### src/rtl/vc_arbiter_ctrl.sv
// Arbiter between the VC0/VC1 source FIFOs and the D0/D1 destination FIFOs. VC0 has fixed priority.
// Pops are combinational; the popped word appears on data_out/push_dX one cycle later.
module vc_arbiter_ctrl #(
  parameter int DATA_WIDTH = 6,
  parameter int CNT_WIDTH  = 5
) (
  input  logic                  clk,
  input  logic                  reset,
  input  logic                  init,
  input  logic [3:0]            umbral_vc0_in,
  input  logic [3:0]            umbral_vc1_in,
  input  logic [3:0]            umbral_d_in,
  input  logic                  vc0_empty,
  input  logic                  vc1_empty,
  input  logic [DATA_WIDTH-1:0] vc0_head,
  input  logic [DATA_WIDTH-1:0] vc1_head,
  input  logic                  d0_full,
  input  logic                  d0_almost_full,
  input  logic                  d1_full,
  input  logic                  d1_almost_full,
  output logic                  pop_vc0,
  output logic                  pop_vc1,
  output logic                  push_d0,
  output logic                  push_d1,
  output logic [DATA_WIDTH-1:0] data_out,
  output logic [3:0]            umbral_vc0,
  output logic [3:0]            umbral_vc1,
  output logic [3:0]            umbral_d,
  output logic [CNT_WIDTH-1:0]  cnt_d0,
  output logic [CNT_WIDTH-1:0]  cnt_d1,
  output logic                  idle,
  output logic [1:0]            state
);

  typedef enum logic [1:0] {
    S_RESET  = 2'd0,
    S_INIT   = 2'd1,
    S_IDLE   = 2'd2,
    S_ACTIVE = 2'd3
  } state_t;

  state_t                r_state;
  state_t                w_next;
  logic                  r_push_d0;
  logic                  r_push_d1;
  logic [DATA_WIDTH-1:0] r_data;
  logic [3:0]            r_umbral_vc0;
  logic [3:0]            r_umbral_vc1;
  logic [3:0]            r_umbral_d;
  logic [CNT_WIDTH-1:0]  r_cnt_d0;
  logic [CNT_WIDTH-1:0]  r_cnt_d1;
  logic                  r_idle;

  logic                  w_blk0;
  logic                  w_blk1;
  logic                  w_el0;
  logic                  w_el1;
  logic                  w_pop0;
  logic                  w_pop1;
  logic                  w_pop_any;
  logic [DATA_WIDTH-1:0] w_word;

  // almost_full alone blocks, keeping one slot of margin for the registered push
  assign w_blk0 = vc0_head[DATA_WIDTH-1] ? (d1_full | d1_almost_full) : (d0_full | d0_almost_full);
  assign w_blk1 = vc1_head[DATA_WIDTH-1] ? (d1_full | d1_almost_full) : (d0_full | d0_almost_full);
  assign w_el0  = !vc0_empty && !w_blk0;
  assign w_el1  = !vc1_empty && !w_blk1;

  always_comb begin
    w_next = r_state;
    w_pop0 = 1'b0;
    w_pop1 = 1'b0;
    case (r_state)
      S_RESET:  w_next = S_INIT;
      S_INIT:   w_next = init ? S_INIT : S_IDLE;
      S_IDLE:   w_next = (!vc0_empty || !vc1_empty) ? S_ACTIVE : S_IDLE;
      S_ACTIVE: begin
        w_next = (vc0_empty && vc1_empty) ? S_IDLE : S_ACTIVE;
        // a blocked VC0 yields to an eligible VC1 (no head-of-line blocking)
        w_pop0 = w_el0;
        w_pop1 = w_el1 && !w_el0;
      end
      default:  w_next = S_RESET;
    endcase
    if (init) begin
      w_next = S_INIT;
    end
  end

  assign w_pop_any = w_pop0 | w_pop1;
  assign w_word    = w_pop0 ? vc0_head : vc1_head;

  always_ff @(posedge clk) begin
    if (!reset) begin
      r_state      <= S_RESET;
      r_push_d0    <= 1'b0;
      r_push_d1    <= 1'b0;
      r_data       <= '0;
      r_umbral_vc0 <= '0;
      r_umbral_vc1 <= '0;
      r_umbral_d   <= '0;
      r_cnt_d0     <= '0;
      r_cnt_d1     <= '0;
      r_idle       <= 1'b0;
    end else begin
      r_state   <= w_next;
      r_push_d0 <= w_pop_any && !w_word[DATA_WIDTH-1];
      r_push_d1 <= w_pop_any &&  w_word[DATA_WIDTH-1];
      if (w_pop_any) begin
        r_data <= w_word;
        if (w_word[DATA_WIDTH-1]) begin
          r_cnt_d1 <= r_cnt_d1 + CNT_WIDTH'(1);
        end else begin
          r_cnt_d0 <= r_cnt_d0 + CNT_WIDTH'(1);
        end
      end
      if (r_state == S_INIT && init) begin
        r_umbral_vc0 <= umbral_vc0_in;
        r_umbral_vc1 <= umbral_vc1_in;
        r_umbral_d   <= umbral_d_in;
      end
      r_idle <= (w_next == S_IDLE) && vc0_empty && vc1_empty;
    end
  end

  assign pop_vc0    = w_pop0;
  assign pop_vc1    = w_pop1;
  assign push_d0    = r_push_d0;
  assign push_d1    = r_push_d1;
  assign data_out   = r_data;
  assign umbral_vc0 = r_umbral_vc0;
  assign umbral_vc1 = r_umbral_vc1;
  assign umbral_d   = r_umbral_d;
  assign cnt_d0     = r_cnt_d0;
  assign cnt_d1     = r_cnt_d1;
  assign idle       = r_idle;
  assign state      = r_state;

endmodule

### config.mk
export PLATFORM = sky130hd
export DESIGN_NAME = vc_arbiter_ctrl
export DESIGN_NICKNAME = d
export VERILOG_FILES = /design/src/rtl/vc_arbiter_ctrl.sv
export SDC_FILE = /design/constraint.sdc
export NUM_CORES = 1
export LEC_CHECK = 0
export CAP_MARGIN = 20
export CORE_MARGIN = 2
export CORE_UTILIZATION = 40
export DETAILED_ROUTE_END_ITERATION = 12
export PLACE_DENSITY = 0.77
export SYNTH_ARGS = -nofsm -noshare
export SYNTH_HDL_FRONTEND = slang
export SYNTH_SLANG_ARGS = --single-unit
### constraint.sdc
create_clock -name clk -period 1.55 [get_ports clk]
set_input_delay 0.155 -clock clk [delete_from_list [all_inputs] [get_ports clk]]
set_output_delay 0.155 -clock clk [all_outputs]
set_load 0.005 [all_outputs]
# Word level (Yosys, flattened, before mapping)

Cells that the tools add are included.

Add/subtract/negate cells: 2
Equality and inequality tests: 4
Muxes and demuxes: 9
Bitwise gates (word level): 4
Reduce and logical (&&, ||, !) cells: 19

Operator list:

| operator                                                              | number |
|---|---|
| 5-bit by 1-bit adder with 5-bit output, second input constant         | 2 |
| 1-bit logical AND                                                     | 9 |
| 2-bit one-hot mux with 4 select lines                                 | 1 |
| 2-bit equality test, second input constant                            | 3 |
| 1-bit logical NOT                                                     | 6 |
| 1-bit 2-to-1 mux                                                      | 6 |
| 6-bit 2-to-1 mux                                                      | 1 |
| 2-bit AND reduction                                                   | 2 |
| 1-bit bitwise OR                                                      | 3 |
| 2-bit by 1-bit equality test with 1-bit output, second input constant | 1 |
| 2-bit logical NOT                                                     | 1 |
| 2-bit 2-to-1 mux                                                      | 1 |
| 1-bit logical OR                                                      | 1 |
| 1-bit inverter                                                        | 1 |

Flip-flop bits (word level): 33
Output and inout bits: 35
Logic and storage cells: 48

# Logic depth before layout (Yosys ltp)

Gate-level depths: netlist (run 1).

Depth in word-level cells: 9
Depth in mapped cells: 7

# Worst setup path after synthesis (run 1)

No wires, ideal clock.

Path kind: register to register
From: register r_state[1], in the netlist state[1]
To: register r_cnt_d0[3], in the netlist cnt_d0[3]
Arrival: 1270 ps
Required time: 1431 ps
Setup slack: 161 ps
Cell stages (with the launch flop): 7
Clock period less this slack: 1389 ps
Path through: dfxtp_1 > nand2_2 > nor3_1 > and2_1 > buf_6 > nand4_1 > mux2i_1

Word-level cells in the longest chain between the ends: 5
Elaborated cells between the ends (all ways): 7
Classes of those cells: eq/ne: 1; mux: 3; bitwise: 2; reduce/logical: 1

RTL lines:

| item                            | RTL line | RTL |
|---|---|---|
| start, declared                 | 42       | `state_t r_state;` |
| start signal, assigned          | 106      | `r_state <= w_next;` |
| 2-bit equality test *           | 73       | `case (r_state)` |
| 1-bit 2-to-1 mux                | 73       |  |
| 6-bit 2-to-1 mux                | 91       | `assign w_word = w_pop0 ? vc0_head : vc1_head;` |
| 1-bit inverter (no line)        | --       |  |
| 2-bit AND reduction (no line) * | --       |  |
| end signal, assigned            | 114      | `r_cnt_d0 <= r_cnt_d0 + CNT_WIDTH'(1);` |
| end, declared                   | 50       | `logic [CNT_WIDTH-1:0] r_cnt_d0;` |

Every way passes the cells marked *; elsewhere a longest branch is shown, timed or not.
A chain may end at the register's enable or synchronous reset.

# Final worst setup path (run 1)

From: register r_state[1], in the netlist state[1]
To: output port state[1]

RTL lines:

| item          | RTL line | RTL |
|---|---|---|
| end, declared | 32       | `output logic [1:0] state` |

No word-level cell between the ends.

==> flow_metrics.env, run 1 <==
export IMPL_status="finished, final reports clean"
export IMPL_final_layout_size_suffix_gt1_frac=0.193
export IMPL_htreeDepth=2
export IMPL_setup_worst_path_start_class="flop"
export IMPL_dr_first_iter_drc_count=41
export IMPL_routedWlPerCell_um=12.4
export IMPL_cts_root_buf="sky130_fd_sc_hd__clkbuf_4"
export IMPL_synth_top_flop_cell="sky130_fd_sc_hd__dfxtp_1"
export IMPL_worstHoldPathCells=3
export IMPL_syn_avg_cell_area_um2=9.94
export IMPL_clock_skew_final_ns=0.0122
export IMPL_antenna_nets_post_route=0
export IMPL_route_final_wire_length_um=3460
export IMPL_first_global_vias=1307
export IMPL_synth_net_count=179
export IMPL_max_freq_ghz=0.680
export IMPL_chipWidth_um=63.8
export IMPL_grt_first_pass_wirelength_um=5760
export IMPL_slowest_delay_ns=0.51
export IMPL_period_share=0.949
export IMPL_insertion_delay_ns=0.33
export IMPL_remaining_drc_errors=0
export IMPL_crit_chain="buf_4 > clkdlybuf4s50_1"
export IMPL_overflow_left_after_global_routing=0
export IMPL_worst_ep_required_time_ns=1.39
export IMPL_num_rows=21
export IMPL_netlist_area_leader_share=0.462
export IMPL_met3WireLength_um=256
export IMPL_grt_max_degree=23
export IMPL_mappedNetlistArea_um2=1430
export IMPL_total_count_of_max_transition_violations_in_the_final_report=0
export IMPL_finalHoldViolations=0
export IMPL_setup_reg_to_reg_worst_slack_ns=0.24
export IMPL_clock_pin_slew_reported_for_the_worst_setup_and_hold_paths_after_clock_tree_synthesis_ns=0.11
export IMPL_synthTopCellsByCount="33 x sky130_fd_sc_hd__dfxtp_1, 23 x sky130_fd_sc_hd__nor2_1, 21 x sky130_fd_sc_hd__mux2i_1"
export IMPL_min_delay_worst_endpoint="idle$_SDFF_PN0_"
export IMPL_clock_sinks=33
export IMPL_synth_cell_type_count=33
export IMPL_async_flop_share=0
export IMPL_synth_seq_area_share=0.462
export IMPL_core_um2=3390
export IMPL_synth_warnings=0
export IMPL_antenna_found_initial=0
export IMPL_number_of_enable_flip_flop_cells_after_synthesis=0
export IMPL_ys_top_cells_by_area="sky130_fd_sc_hd__dfxtp_1 46%, sky130_fd_sc_hd__mux2i_1 15%, sky130_fd_sc_hd__nor2_1 6.0%"
export IMPL_die_height_um=63.8
export IMPL_floorplan_io_pins=68
export IMPL_start_util=0.422
export IMPL_flow_area_growth_from_synthesis_pct=63.4
export IMPL_syn_instance_count=144
export IMPL_endpoint_kind="output port"
export IMPL_inserted_diodes=0
export IMPL_leakage_uw=0.00101
export IMPL_final_setup_viol_count=0
export IMPL_max_slew_worst_pin_slew_ns=0.317
export IMPL_globalRouteTotalUtil=0.181
export IMPL_fin_ws_ns=0.0791
export IMPL_finalNetCount=267
export IMPL_drt_first_pass_iters=6
export IMPL_detail_route_wirelength_met1_um=1500
export IMPL_rsz_0062_raised_after_global_routing="no"
export IMPL_cellPowerDensity_nw_per_um2=687
export IMPL_floorplan_die_area_um2=4070
export IMPL_utilization=0.690
export IMPL_critical_path_n_buffers_inverters=2
export IMPL_timing_critical_path_max_delay_family="buffers and inverters"
export IMPL_cap_viol_max_count=0
export IMPL_rr_startpoint="state[1]$_SDFF_PN0_"
export IMPL_post_synth_top_count_cell="sky130_fd_sc_hd__dfxtp_1"
export IMPL_place_port_buffers=67
export IMPL_critical_path_cell_count=2
export IMPL_relSlewSlack=0.788
export IMPL_min_delay_path_class="input port to flop"
export IMPL_cts_inserted_buffers=5
export IMPL_gp_congestion=0.822
export IMPL_peakVddDrop_mv=0.424
export IMPL_routed_wl_met2_um=1650
export IMPL_crit_fanout=5
export IMPL_worstRegToRegCells=5
export IMPL_r2r_end="cnt_d0[4]$_SDFFE_PN0P_"
export IMPL_path_class="flop to output port"
export IMPL_synth_top_cell_by_area="sky130_fd_sc_hd__dfxtp_1"
export IMPL_top_signal_layer_used="met4"
export IMPL_drt_vias_per_instance=4.82
export IMPL_cts_tree="yes"
export IMPL_worstPathArrival_ns=1.32
export IMPL_yosys_register_bits=33
export IMPL_cpMaxStageDelayCell="sky130_fd_sc_hd__clkdlybuf4s50_1"
export IMPL_post_layout_minimum_cycle_time_ns=1.47
export IMPL_post_dp_hpwl_um=2660
export IMPL_min_delay_start="vc1_empty"
export IMPL_pre_cts_setup_slack_ns=-0.415
export IMPL_standard_cell_area_after_detailed_placement_um2=2270
export IMPL_detailroute_via_count=1346
export IMPL_postLayoutCellArea_um2=2340
export IMPL_clock_path_buffers=2
[power breakdown]
part           switching (uW)  total [uW]  internal, uW
registers                10.6         880           869
clock network             284         456           173
logic                     102         271           169
total                     396        1610          1210
[layer usage]
metal  up-vias  global-route usage
li1        680                   -
met1       604               0.203
met2        56               0.302
met3         6              0.0792
met4         0              0.0679
met5         -                   0
[timing repair]
action,CTS,global route
cloned,0,0
pin swaps,6,0
buffers inserted,1,0
resized for setup,17,1
hold buffers,0,0
setup endpoints to repair,4,1
[flip-flops by register name (all words and copies together) (netlist names)]
signal	cells
push_d0	1
umbral_vc0	4
idle	1
cnt_d1	5
push_d1	1
cnt_d0	5
state	2
umbral_vc1	4
data_out	6
umbral_d	4
[layout make-up]
cell class / instances / area (um2)
clock buffer: 6 / 41.3
clock inverter: 2 / 10.0
fill: 258 / 1050
inverter: 3 / 11.3
multi-input combinational: 101 / 731
sequential: 33 / 663
tap: 46 / 57.6
timing repair buffer: 88 / 825
[worst max path at each step]
stage / endpoint / startpoint
after global placement: pop_vc0 / vc0_empty
after global routing: pop_vc0 / state[1]$_SDFF_PN0_
after floorplan: cnt_d0[3]$_SDFFE_PN0P_ / state[1]$_SDFF_PN0_
after detailed placement: pop_vc1 / d1_almost_full
final: state[1] / state[1]$_SDFF_PN0_
after CTS: state[1] / state[1]$_SDFF_PN0_
[layout by cell type (no fill, tap or decap), types with 2 or more instances in the layout]
master	synthesis	routed
sky130_fd_sc_hd__nor3_2	3	3
sky130_fd_sc_hd__mux2i_1	21	21
sky130_fd_sc_hd__dfxtp_2	0	2
sky130_fd_sc_hd__clkbuf_4	0	5
sky130_fd_sc_hd__o21ai_0	7	7
sky130_fd_sc_hd__nor4_2	1	2
sky130_fd_sc_hd__clkdlybuf4s50_1	0	57
sky130_fd_sc_hd__nand4_1	2	2
sky130_fd_sc_hd__xor2_1	3	3
sky130_fd_sc_hd__buf_4	0	20
sky130_fd_sc_hd__nand2_1	2	2
sky130_fd_sc_hd__clkinv_2	0	2
sky130_fd_sc_hd__dfxtp_1	33	31
sky130_fd_sc_hd__ha_1	2	2
sky130_fd_sc_hd__nand2_2	2	2
sky130_fd_sc_hd__or3_1	2	2
sky130_fd_sc_hd__dlygate4sd2_1	0	9
sky130_fd_sc_hd__nand3_1	5	5
sky130_fd_sc_hd__nand2b_1	3	3
sky130_fd_sc_hd__a21oi_1	8	8
sky130_fd_sc_hd__nor3_1	3	3
sky130_fd_sc_hd__inv_1	3	3
sky130_fd_sc_hd__nor2_1	23	23
[cell families after synthesis]
logic type | Yosys count | synth area share
flip-flops | 33 | 0.462
AO/OA/AOI/OAI | 18 | 0.0813
XOR/XNOR | 4 | 0.0245
AND/OR/NAND/NOR | 56 | 0.226
multiplexers | 21 | 0.147
adder cells (fa/ha/maj) | 2 | 0.0175
buffers and inverters | 10 | 0.0428
[metrics by stage]
| stage | hold slack (ns) | setup TNS, ns | total power [uW] | cells |
|---|---|---|---|---|
| 5_1_grt | 0.409 | 0 | 1700 | 279 |
| 3_5_place_dp | 0.469 | -5.45 | 1170 | 270 |
| 3_3_place_gp | 0.459 | -4.45 | 1170 | 270 |
| 6_report | 0.409 | 0 | 1610 | 279 |
| 2_1_floorplan | 0.242 | 0 | 990 | 144 |
| 4_1_cts | 0.407 | 0 | 1620 | 279 |
[worst register-to-register path, cell delays in order, from the launching register on]
cell and delay (ns):
sky130_fd_sc_hd__dfxtp_2 0.35, sky130_fd_sc_hd__nand2_2 0.09, sky130_fd_sc_hd__nor3_1 0.19, sky130_fd_sc_hd__and2_1 0.30
sky130_fd_sc_hd__nand4_1 0.15, sky130_fd_sc_hd__mux2i_1 0.14
Note: power is estimated with default switching activity, not from simulation.
==> run 2: changes to the inputs <==
Settings changed: CELL_PAD_IN_SITES_DETAIL_PLACEMENT set to 0, CELL_PAD_IN_SITES_GLOBAL_PLACEMENT set to 1, CORE_UTILIZATION 40 to 29, PLACE_DENSITY 0.77 to 0.85.
==> run 2 against run 1 <==
Compared with the run above: clock power increased by 82%; die area increased by 35%; cell count increased by 9.7%; core utilization decreased by 16 points; sequential power about the same; register-to-register slack improved by 0.05 ns; largest cell class unchanged; hold slack got worse by 0.040 ns; routed wire length increased by 0.69%; largest power group unchanged; combinational power increased by 6%.
==> flow_metrics.env, run 2 (synthesis gave the netlist of run 1 again) <==
export IMPL_relSlewSlack=0.793
export IMPL_worst_ep_required_time_ns=1.39
export IMPL_finalNetCount=273
export IMPL_ctsHoldBuffers=0
export IMPL_die_height_um=74.3
export IMPL_pre_cts_setup_slack_ns=-0.449
export IMPL_grt_first_pass_wirelength_um=5770
export IMPL_final_instance_count_excl_fill=306
export IMPL_fin_total_pwr_uw=2000
export IMPL_htreeDepth=2
export IMPL_core_um2=4750
export IMPL_overflow_left_after_global_routing=0
export IMPL_setup_reg_to_reg_worst_slack_ns=0.29
export IMPL_inserted_diodes=0
export IMPL_route_final_wire_length_um=3490
export IMPL_clock_sinks=33
export IMPL_min_delay_start="vc1_empty"
export IMPL_crit_fanout=5
export IMPL_worstRegToRegCells=6
export IMPL_remaining_drc_errors=0
export IMPL_detailroute_via_count=1355
export IMPL_worstHoldPathCells=3
export IMPL_status="finished, final reports clean"
export IMPL_max_freq_ghz=0.708
export IMPL_insertion_delay_ns=0.28
export IMPL_cap_viol_max_count=0
export IMPL_finalHoldViolations=0
export IMPL_antenna_nets_post_route=0
export IMPL_place_detailed_instances=295
export IMPL_grt_max_degree=14
export IMPL_cellPowerDensity_nw_per_um2=798
export IMPL_worstPathArrival_ns=1.26
export IMPL_hold_slack_ns=0.369
export IMPL_cts_inserted_buffers=5
export IMPL_setup_worst_path_start_class="input port"
export IMPL_drt_vias_per_instance=4.43
export IMPL_final_cell_mix="57 x sky130_fd_sc_hd__clkdlybuf4s50_1, 31 x sky130_fd_sc_hd__dfxtp_1, 27 x sky130_fd_sc_hd__buf_4, 23 x sky130_fd_sc_hd__nor2_1, 21 x sky130_fd_sc_hd__mux2i_1"
export IMPL_max_slew_worst_pin_slew_ns=0.308
export IMPL_globalRouteTotalUtil=0.137
export IMPL_crit_chain="clkdlybuf4s15_2 > nor4_4 > nor2_4 > nor2_8 > dlygate4sd2_1"
export IMPL_floorplan_io_pins=68
export IMPL_post_layout_minimum_cycle_time_ns=1.41
export IMPL_largest_reg_flops=6
export IMPL_place_port_buffers=67
export IMPL_final_layout_size_suffix_gt1_frac=0.226
export IMPL_start_util=0.301
export IMPL_first_global_vias=1280
export IMPL_min_delay_path_class="input port to flop"
export IMPL_dr_first_iter_drc_count=21
export IMPL_drt_first_pass_iters=4
export IMPL_chipWidth_um=74.3
export IMPL_rr_startpoint="state[1]$_SDFF_PN0_"
export IMPL_clock_skew_final_ns=0.00327
export IMPL_clock_pin_slew_reported_for_the_worst_setup_and_hold_paths_after_clock_tree_synthesis_ns=0.07
export IMPL_min_delay_worst_endpoint="idle$_SDFF_PN0_"
export IMPL_leakage_uw=0.00108
export IMPL_cts_tree="yes"
export IMPL_layout_commonest_cell="sky130_fd_sc_hd__clkdlybuf4s50_1"
export IMPL_total_count_of_max_transition_violations_in_the_final_report=0
export IMPL_flow_area_growth_from_synthesis_pct=74.8
export IMPL_gp_congestion=0.820
export IMPL_num_rows=25
export IMPL_peakVddDrop_mv=0.363
export IMPL_post_dp_hpwl_um=2540
export IMPL_beginning_of_the_critical_path="vc0_empty"
export IMPL_critical_path_n_buffers_inverters=2
export IMPL_slowest_delay_ns=0.39
export IMPL_endpoint_kind="output port"
export IMPL_timing_critical_path_max_delay_family="simple AND/OR/NAND/NOR gates"
export IMPL_cts_root_buf="sky130_fd_sc_hd__clkbuf_8"
export IMPL_path_class="input port to output port"
export IMPL_floorplan_die_area_um2=5510
export IMPL_antenna_found_initial=0
export IMPL_r2r_end="data_out[4]$_SDFFE_PN0P_"
export IMPL_clock_path_buffers=2
export IMPL_fin_ws_ns=0.138
export IMPL_period_share=0.911
export IMPL_cpMaxStageDelayCell="sky130_fd_sc_hd__nor4_4"
export IMPL_final_setup_viol_count=0
export IMPL_routedWlPerCell_um=11.4
export IMPL_rsz_0062_raised_after_global_routing="no"
-- run 2: changes by cell type in the layout (fill, tap and decap cells not counted), moves of 2 or more --
| cell | previous run | this run |
|---|---|---|
| sky130_fd_sc_hd__dlygate4sd2_1 | 9 | 5 |
| sky130_fd_sc_hd__dlymetal6s2s_1 | 0 | 2 |
| sky130_fd_sc_hd__buf_4 | 20 | 27 |
| sky130_fd_sc_hd__clkbuf_4 | 5 | 0 |
| sky130_fd_sc_hd__clkdlybuf4s15_2 | 0 | 2 |
| sky130_fd_sc_hd__clkinv_2 | 2 | 0 |
| sky130_fd_sc_hd__nor4_2 | 2 | 0 |
| sky130_fd_sc_hd__clkbuf_8 | 0 | 6 |
-- run 2: final cells by class --
type / instances / area [um2]
repair buffers: 94 / 870
clock buffers: 7 / 86.3
clock inverters: 1 / 30.0
flip-flops and latches: 33 / 663
well taps: 67 / 83.8
multi-input cells: 101 / 758
inverters: 3 / 11.3
fillers: 465 / 2250
-- run 2: power breakdown --
part / internal [uW] / total (uW) / switching, uW
registers: 870 / 881 / 10.9
clock network: 524 / 830 / 306
logic: 179 / 286 / 107
-- run 2: worst max-delay path by stage --
stage,to,depth (start not counted)
2_1_floorplan,cnt_d0[3]$_SDFFE_PN0P_,6
3_3_place_gp,pop_vc0,5
3_5_place_dp,pop_vc0,5
4_1_cts,pop_vc1,5
5_1_grt,pop_vc0,5
6_report,pop_vc0,5
-- run 2: per-layer routing --
metal	global-route usage	share of wire	vias up
met4	0.0417	0.011	0
met1	0.161	0.45	612
li1	-	-	688
met2	0.222	0.45	49
met3	0.0678	0.089	6
met5	0	0	-
-- run 2: stage by stage --
stage / instance area, um2 / TNS [ns] / utilization
final: 2500 / 0 / 0.526
after global routing: 2500 / 0 / 0.526
after floorplan: 1430 / 0 / -
after detailed placement: 2320 / -6.23 / 0.487
after CTS: 2470 / 0 / 0.520
after global placement: 2320 / -5.33 / 0.487
-- run 2: repair_timing --
action / in CTS / in global routing
setup endpoints to repair: 14 / 8
gates resized for setup: 22 / 4
endpoints found under the hold margin: 0 / 0
pin swaps: 4 / 5
setup buffers: 2 / 1
-- run 2: tightest hold or removal path, delay by kind of cell --
family	cells	cell delay [ns]
and+or+nand+nor	1	0.16
buffers and inverters	2	0.30
==> edit, RTL diff (config.mk and constraints of run 1) <==
The parameter `DATA_WIDTH` goes from 6 to 3.
--- a/src/rtl/vc_arbiter_ctrl.sv
+++ b/src/rtl/vc_arbiter_ctrl.sv
@@ -1,7 +1,7 @@
 // Arbiter between the VC0/VC1 source FIFOs and the D0/D1 destination FIFOs. VC0 has fixed priority.
 // Pops are combinational; the popped word appears on data_out/push_dX one cycle later.
 module vc_arbiter_ctrl #(
-  parameter int DATA_WIDTH = 6,
+  parameter int DATA_WIDTH = 3,
   parameter int CNT_WIDTH  = 5
 ) (
   input  logic                  clk,
Ports: changed (resized data_out, vc0_head and vc1_head); port bits go from 68 to 59. No check against the original RTL was run, so the function may have changed too.
==> edit against run 1 <==
- routed wire length shrank 2.9%
- worst setup slack worse by 0.034 ns
- synthesized area is 12% lower
- cell area down 9.0%
- sequential cell count fell by 3
- combinational power decreased by 10%
- total power fell by 4.9%
- clock power rose by 6.4%
- largest cell class unchanged
==> edit: results (changes against run 1) <==
metric,value,unit,change
status,finished clean,,unchanged
part of the Yosys area used for sequential elements,0.477,,was 0.462
Final Wtd Congestion,0.809,,was 0.822
fmax,664,MHz,was 680 MHz
leak pwr,0.947,nW,was 1.01 nW
Worst Setup EP,pop_vc1,,was state[1]
worst setup path start,vc0_empty,,was state[1]
clock-pin slew of the registers on the worst-case setup and hold paths,0.08,ns,was 0.11 ns
Commonest cells post-synth,"dfxtp_1 (30), nor2_1 (21), mux2i_1 (16), inv_1 (6)",,"was dfxtp_1 (33), nor2_1 (23), mux2i_1 (21), a21oi_1 (8), o21ai_0 (7)"
drt wl/cell,12.9,um,was 12.4 um
global-route wire length before repair,5480,um,was 5760 um
sw frac,0.238,,was 0.246
dpl ws,-0.571,ns,was -0.415 ns
sequential power,0.801,mW,was 0.880 mW
CP Max Fanout,3,,was 5
DR iter-0 viols,29,,was 41
synth top area cells,"dfxtp_1 (48%), mux2i_1 (13%), nor2_1 (6.3%)",,"was dfxtp_1 (46%), mux2i_1 (15%), nor2_1 (6.0%)"
worst hold slack,0.342,ns,was 0.409 ns
Layout Nets,244,,was 267
Pre-Repair DR Iteration Count,4,,was 6
Netlist cell types,35,,was 33
worst-margin pin slew,0.227,ns,was 0.317 ns
Critical R2R Capture,cnt_d0[3],,was cnt_d0[4]
post-DP HPWL,2660,um,about the same
Peak supply drop,709,uV,was 424 uV
via density per instance,4.81,,was 4.82
[edit: cell types whose count changed in the layout (fill, tap and decap cells not counted), sizes merged, moves of 4 or more]
cell,delta
mux2i,-5
buf,+6
nor3,-5
clkdlybuf4s50,-9
o21ai,-6
dlygate4sd2,-4
nor2,-4
a21oi,-5
[edit: cell type report]
class | instances | area (um2)
inverters | 6 | 22.5
clock inverters | 1 | 5.00
repair buffers | 84 | 763
well taps | 44 | 55.1
clock buffers | 7 | 55.1
flip-flops and latches | 30 | 601
fillers | 266 | 900
multi-input cells | 88 | 627
[edit: routing by layer]
layer	track usage	vias to the layer above	share of wire
met1	0.222	568	0.40
met2	0.349	56	0.48
met5	0	-	0
met4	0.0794	0	0.016
li1	-	623	-
met3	0.0974	4	0.10
[edit: stage by stage]
step                std cells  instance area [um2]  setup TNS (ns)  power, mW
finish                    260                 2130               0       1.53
global route              260                 2130               0       1.61
CTS                       260                 2130               0       1.55
detailed placement        251                 2070           -5.24       1.06
global placement          251                 2070           -4.66       1.05
floorplan                 128                 1260               0      0.897
[edit: cells by family (layout without fill, tap and decap cells)]
kind of cell               after synthesis  count (layout)  share of synthesized area
and+or+nand+nor                         52              52                      0.237
DFF                                     30              30                      0.477
muxes                                   16              16                      0.127
AOI/OAI and AO/OA                       15              15                     0.0875
buffers and inverters                   10              98                     0.0308
xor gates and xnor gates                 3               3                     0.0209
adders and majority gates                2               2                     0.0199
[edit: what timing repair did]
item | in CTS | in global routing
endpoints found under the hold margin | 0 | 0
buffers inserted | 1 | 0
resized for setup | 20 | 1
endpoints found under the setup margin | 4 | 1
pin swaps | 3 | 2
[edit: critical path, stage by stage]
cell and delay (ns):
dlygate4sd2_1 0.26, or4b_4 0.52, nor2b_4 0.15, nor3b_4 0.14
buf_2 0.13
